===== src/rtl/fetch_stage_if.sv =====
// IF-stage bundle: hazard/branch controls, instruction-memory port and IF/ID register outputs.
interface fetch_stage_if #(
  parameter int unsigned PC_W = 32
);
  logic            stall;
  logic            flush;
  logic            redirect;
  logic [PC_W-1:0] redirect_pc;
  logic [5:0]      imem_offset;
  logic [31:0]     imem_data;
  logic [PC_W-1:0] pc;
  logic [31:0]     if_id_inst;
  logic [PC_W-1:0] if_id_pc;
  logic [PC_W-1:0] if_id_pc4;
  logic            if_id_valid;

  modport master (
    input  stall, flush, redirect, redirect_pc, imem_data,
    output imem_offset, pc, if_id_inst, if_id_pc, if_id_pc4, if_id_valid
  );

  modport slave (
    output stall, flush, redirect, redirect_pc, imem_data,
    input  imem_offset, pc, if_id_inst, if_id_pc, if_id_pc4, if_id_valid
  );
endinterface


===== src/rtl/fetch_stage.sv =====
// RV32 instruction-fetch stage: PC register, imem word offset, IF/ID pipeline register.
// Optional performance counters are compiled in with FETCH_PERF_CNT_EN.
module fetch_stage #(
  parameter int unsigned     PC_W     = 32,
  parameter logic [PC_W-1:0] RESET_PC = '0,
  parameter logic [31:0]     NOP_INST = 32'h0000_0033
) (
  input  logic           clk,
  input  logic           rst_n,
  fetch_stage_if.master  bus
`ifdef FETCH_PERF_CNT_EN
  ,
  output logic [31:0]    fetch_cnt,
  output logic [31:0]    stall_cnt,
  output logic [31:0]    bubble_cnt
`endif
);

  typedef enum logic [1:0] {
    ACT_REDIRECT,
    ACT_FLUSH,
    ACT_STALL,
    ACT_FETCH
  } act_e;

  act_e            act;
  logic [PC_W-1:0] pc_q, pc_d, pc_plus4;
  logic [31:0]     inst_q, inst_d;
  logic [PC_W-1:0] ipc_q, ipc_d;
  logic [PC_W-1:0] ipc4_q, ipc4_d;
  logic            valid_q, valid_d;

  assign pc_plus4 = pc_q + PC_W'(4);

  always_comb begin
    act = ACT_FETCH;
    if (bus.redirect)   act = ACT_REDIRECT;
    else if (bus.flush) act = ACT_FLUSH;
    else if (bus.stall) act = ACT_STALL;
  end

  always_comb begin
    pc_d    = pc_q;
    inst_d  = inst_q;
    ipc_d   = ipc_q;
    ipc4_d  = ipc4_q;
    valid_d = valid_q;
    case (act)
      ACT_REDIRECT: begin
        pc_d    = bus.redirect_pc & ~PC_W'(3);
        inst_d  = NOP_INST;
        ipc_d   = '0;
        ipc4_d  = '0;
        valid_d = 1'b0;
      end
      ACT_FLUSH: begin
        // Flush+stall still bubbles IF/ID but must not advance the PC.
        if (!bus.stall) pc_d = pc_plus4;
        inst_d  = NOP_INST;
        ipc_d   = '0;
        ipc4_d  = '0;
        valid_d = 1'b0;
      end
      ACT_STALL: ;
      default: begin
        pc_d    = pc_plus4;
        inst_d  = bus.imem_data;
        ipc_d   = pc_q;
        ipc4_d  = pc_plus4;
        valid_d = 1'b1;
      end
    endcase
  end

  always_ff @(posedge clk or negedge rst_n) begin
    if (!rst_n) begin
      pc_q    <= RESET_PC;
      inst_q  <= NOP_INST;
      ipc_q   <= '0;
      ipc4_q  <= '0;
      valid_q <= 1'b0;
    end else begin
      pc_q    <= pc_d;
      inst_q  <= inst_d;
      ipc_q   <= ipc_d;
      ipc4_q  <= ipc4_d;
      valid_q <= valid_d;
    end
  end

  assign bus.pc          = pc_q;
  assign bus.imem_offset = pc_q[7:2];
  assign bus.if_id_inst  = inst_q;
  assign bus.if_id_pc    = ipc_q;
  assign bus.if_id_pc4   = ipc4_q;
  assign bus.if_id_valid = valid_q;

`ifdef FETCH_PERF_CNT_EN
  logic [31:0] fetch_cnt_q, stall_cnt_q, bubble_cnt_q;

  always_ff @(posedge clk or negedge rst_n) begin
    if (!rst_n) begin
      fetch_cnt_q  <= '0;
      stall_cnt_q  <= '0;
      bubble_cnt_q <= '0;
    end else begin
      if (act == ACT_FETCH)                          fetch_cnt_q  <= fetch_cnt_q + 32'd1;
      if (bus.stall && !bus.redirect)                stall_cnt_q  <= stall_cnt_q + 32'd1;
      if (act == ACT_REDIRECT || act == ACT_FLUSH)   bubble_cnt_q <= bubble_cnt_q + 32'd1;
    end
  end

  assign fetch_cnt  = fetch_cnt_q;
  assign stall_cnt  = stall_cnt_q;
  assign bubble_cnt = bubble_cnt_q;
`endif

endmodule


===== src/flat_wrapper.sv =====
// flat-port wrapper written by rule: the top's interface ports become plain ports
module fetch_stage_flat 
#(
  parameter int unsigned     PC_W     = 32,
  parameter logic [PC_W-1:0] RESET_PC = '0,
  parameter logic [31:0]     NOP_INST = 32'h0000_0033
)
  (clk, rst_n, bus_stall, bus_flush, bus_redirect, bus_redirect_pc, bus_imem_data, bus_imem_offset, bus_pc, bus_if_id_inst, bus_if_id_pc, bus_if_id_pc4, bus_if_id_valid);
  fetch_stage_if #(.PC_W(PC_W)) bus_i ();
  input  logic clk;
  input  logic rst_n;
  input wire logic [$bits(bus_i.stall)-1:0] bus_stall;
  input wire logic [$bits(bus_i.flush)-1:0] bus_flush;
  input wire logic [$bits(bus_i.redirect)-1:0] bus_redirect;
  input wire logic [$bits(bus_i.redirect_pc)-1:0] bus_redirect_pc;
  input wire logic [$bits(bus_i.imem_data)-1:0] bus_imem_data;
  output wire logic [$bits(bus_i.imem_offset)-1:0] bus_imem_offset;
  output wire logic [$bits(bus_i.pc)-1:0] bus_pc;
  output wire logic [$bits(bus_i.if_id_inst)-1:0] bus_if_id_inst;
  output wire logic [$bits(bus_i.if_id_pc)-1:0] bus_if_id_pc;
  output wire logic [$bits(bus_i.if_id_pc4)-1:0] bus_if_id_pc4;
  output wire logic [$bits(bus_i.if_id_valid)-1:0] bus_if_id_valid;
  assign bus_i.stall = bus_stall;
  assign bus_i.flush = bus_flush;
  assign bus_i.redirect = bus_redirect;
  assign bus_i.redirect_pc = bus_redirect_pc;
  assign bus_i.imem_data = bus_imem_data;
  assign bus_imem_offset = bus_i.imem_offset;
  assign bus_pc = bus_i.pc;
  assign bus_if_id_inst = bus_i.if_id_inst;
  assign bus_if_id_pc = bus_i.if_id_pc;
  assign bus_if_id_pc4 = bus_i.if_id_pc4;
  assign bus_if_id_valid = bus_i.if_id_valid;
  fetch_stage #(.PC_W(PC_W), .RESET_PC(RESET_PC), .NOP_INST(NOP_INST)) u_core (.clk(clk), .rst_n(rst_n), .bus(bus_i));
endmodule

===== config.mk =====
export PLATFORM = sky130hd
export DESIGN_NAME = fetch_stage_flat
export DESIGN_NICKNAME = d
export VERILOG_FILES = /design/src/rtl/fetch_stage_if.sv /design/src/rtl/fetch_stage.sv /design/src/flat_wrapper.sv
export SDC_FILE = /design/constraint.sdc
export NUM_CORES = 1
export LEC_CHECK = 0
export ABC_AREA = 1
export CORE_UTILIZATION = 45
export CTS_BUF_LIST = sky130_fd_sc_hd__clkbuf_8 sky130_fd_sc_hd__clkbuf_16
export DETAILED_ROUTE_END_ITERATION = 10
export DONT_BUFFER_PORTS = 1
export SKIP_LAST_GASP = 1
export SLEW_MARGIN = 20
export SYNTH_ARGS = -nofsm -noshare
export SYNTH_HDL_FRONTEND = slang
export SYNTH_SLANG_ARGS = --single-unit

===== constraint.sdc =====
create_clock -name clk -period 2 [get_ports clk]
set_input_delay 0.2 -clock clk [delete_from_list [all_inputs] [get_ports clk]]
set_output_delay 0.2 -clock clk [all_outputs]
set_load 0.02 [all_outputs]

Yosys cells after proc, flatten, opt, wreduce, memory -nomap -nowiden --
Cells that the tools add are included.
Storage, ports and cells: word-level logic and storage cells 22, bits of input ports 69, output and inout port bits 135, flip-flop bits (word level) 129
Cells by class: reduce and logical (&&, ||, !) cells 3, add/subtract/negate cells 1, eq/ne operators 3, bitwise gates (word level) 1, multiplexer cells 9
Operator list (number):
- $pmux 32 s2 | 3
- $pmux 32 s3 | 1
- $add 32x3->32 const B | 1
- $mux 32 | 1
- $mux 2 | 2
- $eq 2x1->1 const B | 1
- $eq 2x2->1 const B | 1
- $logic_not 2->1 | 1
- $ne 2x2->1 const B | 1
- $pmux 1 s2 | 1
- $reduce_and 2->1 | 1
- $reduce_or 2->1 | 1
- $mux 1 | 1
- $not 1->1 | 1

Logic depth before layout (Yosys ltp) --
depth in word-level cells 6, mapped depth 10, gate-level depth less buffers 10

Worst setup path before layout --
OpenSTA, ideal clock, no wires.
path kind register -> register, from register u_core.pc_q[2], in the netlist u_core.bus.pc[2], to register u_core.pc_q[26], in the netlist u_core.bus.pc[26], library setup time 0.124 ns, data required time 1.876 ns, stages on the path, launching flop included 11, arrival time 1.521 ns, period minus slack after synthesis 1.645 ns, buffers on the path 0, slack 0.355 ns, path through dfrtp_1 ha_1 inv_1 nor2_4 nand2_4 nor2_4 nand2_1 nand2_1 nand2_1 nand2_1 nand3_1
Between the ends: longest elaborated chain between the ends 3
RTL lines:
- start, declared | RTL line fetch_stage.sv:27 | logic [PC_W-1:0] pc_q, pc_d, pc_plus4;
- start signal, assigned | RTL line fetch_stage.sv:83 | pc_q <= pc_d;
- $add 32x3->32 * | RTL line fetch_stage.sv:33 | assign pc_plus4 = pc_q + PC_W'(4);
- $mux 32 | RTL line fetch_stage.sv:58 | if (!bus.stall) pc_d = pc_plus4;
- $pmux 32 s3 * | RTL line fetch_stage.sv:48 | case (act)
Mark *: on every way between the ends. The rest lies on a longest branch, timed or not. The select of a mux whose other input is x is not followed. A chain may end at the register's enable or synchronous reset.

Worst setup path after layout --
from register u_core.pc_q[16], in the netlist u_core.bus.pc[16], to register u_core.pc_q[27], in the netlist u_core.bus.pc[27]
The elaborated chain is that of the path after synthesis.

==> results.md <==
* Post-route DRC at 0
* VDD IR-drop max at 0.540 mV
* Outcome: finished with violations
* Grt ovf at 0
* Top_reg_cell synth: dfrtp_1
* Max-cap violations at 0
* Number of global-route vias before repair at 4768
* H-tree depth at 4
* Root Buffer: clkbuf_16
* Clk_skew at 0.0111 ns
* Total GRT Usage at 0.257
* Crit path capture type: flop
* Hold buffers post-CTS at 64
* IO buf count at 0
* Inst Count DP at 805
* Nets at 790
* FILL cells at 1088
* Top Family by Delay on Critical Path: simple AND/OR/NAND/NOR gates
* Setup TNS at 0 ns
* CP cell instances: nand2_1 -> nor2_1 -> nand2_1 -> nor2_1 -> nand2_1 -> nand2_1 -> nand2_1 -> nand2_1 -> nand2_1
* RSZ-0062 raised after global routing: false
* Post-CTS setup buffer count at 0
* Failing checks: hold timing
* First-pass GRT wire length at 25.3 mm
* CP most frequent cell: nand2_1
* CTS tree: built
* Antenna cell count at 0
* Routed length per instance at 18.0 um
* Commonest cells post-synth: nand2_1 (224), dfrtp_1 (119), nand3_1 (43), o21ai_0 (38)
* Pins Over Slew Limit at 0
* Pwr Total at 6.72 mW
* Synth cell types at 29
* Post-CTS sizing at 0
* Synthesized area at 5690 sq um
* Worst relative slew slack at 0.664
* WP depth at 9
* Via-to-Cell Ratio at 5.27
* Antenna Nets Post-Route at 0
* Kind of critical path: reg2reg
* Hold_ws at -0.517 ns
* Synth top area share at 0.524
* Area contributors post-synth: dfrtp_1 (52%), nand2_1 (15%), a22o_1 (4.8%)
* Final Cycle Share at 0.863
* Number of synthesized register bits at 123
* Total wire length at 16.2 mm
* Worst-path clk slew at 0.06 ns
* Hold crit path type: in2async
* P per Cell Area at 939 nW/um^2
* EDFF count, synth at 0
* GPL Wtd Cong at 0.857
* Fin. Hold Viols at 123
* Syn Inst Count at 644
* Initial antenna violation count at 0
* Row cnt at 40
* Cell taking the most area after synthesis: dfrtp_1
* Largest net degree at the start of global routing at 124
* Worst Tran Pin Value at 0.504 ns
* Fmax at 0.579 GHz
* CTS Buffer Depth at 2
* Hpwl dp at 10.8 mm
* Period minus WS final at 1.73 ns
* CP max stage cell: dfrtp_1
* Sequential-to-total area share from yosys stat at 0.542
* DR iter-0 viols at 280
* Crit path launch type: flop
* Worst EP required at 2.30 ns
* Leakage power at 3.44 nW
* Worst path max stage delay at 0.63 ns
* Share of layout cells above drive strength 1 at 0.124
* Register-to-Register Path Depth at 9
* Area delta synth->final at 25.8%
* Synth Area per Inst at 8.83 sq um
* # IOs at 204
* Setup Viol. Count Final at 0
* Post-synth ARST share at 1.00
* Buf+Inv Stages, Crit Path at 0
* Arr. time, crit path at 2.03 ns
* Worst Path Max Fanout at 8
* Die height at 114 um
* Post-Layout Cell Count at 901
* Die Span X at 114 um
* Cell with the most instances after synthesis: nand2_1
* Vias at 4750
* Core Area at 12200 sq um
* Multi-input gate area at 2240 sq um
* Initial Util at 0.468
* Worst skew pair latency at 0.42 ns
* Total CTS buffers at 17
* Synthesis Warnings at 0
* Register area at 3080 sq um
* Clock sinks at 123
* First drt pass iteration count at 5
* Die area at 13100 sq um
==> placed cells by master, fill, tap and decap left out, types with 4 or more instances in the layout <==
master         netlist  layout
nand2_1            224     224
dfrtp_1            119     119
dlygate4sd3_1        0      63
nand3_1             43      43
o21ai_0             38      38
inv_1               37      37
nor2_1              37      37
a22o_1              31      31
buf_4               18      26
a22oi_1             18      18
clkbuf_16            0      17
nor2_4               6       7
nor2_2               7       6
xor2_1               6       6
conb_1               1       6
nand2_2              5       5
o21ai_1              5       5
nand4_1              5       5
o22a_1               4       4
dfstp_2              4       4
==> routing by layer <==
layer / GRT usage / share of wire
met2: 0.411 / 0.46
met5: 0 / 0
met3: 0.0731 / 0.077
met1: 0.336 / 0.44
met4: 0.0892 / 0.017
==> per-stage QoR <==
step | cell area (sq um) | util | hold WS, ns | worst slack (ns)
2_1_floorplan | 5710 | - | -0.0956 | 0.355
3_3_place_gp | 5900 | 0.485 | -0.0932 | 0.339
3_5_place_dp | 5900 | 0.485 | -0.0931 | 0.318
4_1_cts | 7150 | 0.588 | -0.528 | 0.296
5_1_grt | 7150 | 0.588 | -0.535 | 0.0986
6_report | 7150 | 0.588 | -0.517 | 0.274
==> flip-flops by register name, summed over array words and instances, names as in the netlist <==
signal,flops
u_core.bus.if_id_inst,32
u_core.bus.if_id_pc4,30
u_core.bus.if_id_pc,30
u_core.bus.pc,30
u_core.bus.if_id_valid,1
==> cell type report <==
| cell class | count | area share |
|---|---|---|
| clock inverter | 12 | 0.0192 |
| multi-input combinational | 447 | 0.313 |
| inverter | 40 | 0.0210 |
| clock buffer | 20 | 0.0652 |
| sequential | 123 | 0.431 |
| timing repair buffer | 91 | 0.121 |
| tap | 168 | 0.0294 |
==> power by group <==
| part | switching (mW) | leakage (nW) | internal, mW |
|---|---|---|---|
| Combinational | 0.455 | 1.52 | 0.278 |
| Clock | 1.16 | 0.293 | 1.95 |
| Sequential | 0.256 | 1.63 | 2.62 |
| Total | 1.88 | 3.44 | 4.85 |
==> logic make-up (layout without fill, tap and decap cells) <==
group | count (synthesis) | count (layout) | synth area share
simple gates | 331 | 331 | 0.249
compound gates | 100 | 100 | 0.120
xor+xnor | 9 | 9 | 0.0178
fa+ha+maj | 1 | 1 | 0.00220
other cells | 1 | 6 | 0.000659
flops | 123 | 123 | 0.542
buf+inv | 79 | 163 | 0.0682
==> worst paths after layout <==
path                                               startpoint                                    end  slack, ns
worst min-delay path                                    rst_n  u_core.bus.if_id_inst[12]$_DFFE_PN0P_      -0.52
worst max register to register  u_core.bus.pc[16]$_DFFE_PN0P_          u_core.bus.pc[27]$_DFFE_PN0P_       0.27
worst max-delay path            u_core.bus.pc[16]$_DFFE_PN0P_          u_core.bus.pc[27]$_DFFE_PN0P_       0.27
min in group clk                          bus_redirect_pc[16]          u_core.bus.pc[16]$_DFFE_PN0P_       0.02
max in group asynchronous                               rst_n   u_core.bus.if_id_inst[4]$_DFFE_PN1P_       2.31
worst min register to register   u_core.bus.pc[9]$_DFFE_PN0P_           u_core.bus.pc[9]$_DFFE_PN0P_       0.59
(Power assumes the default switching activity.)
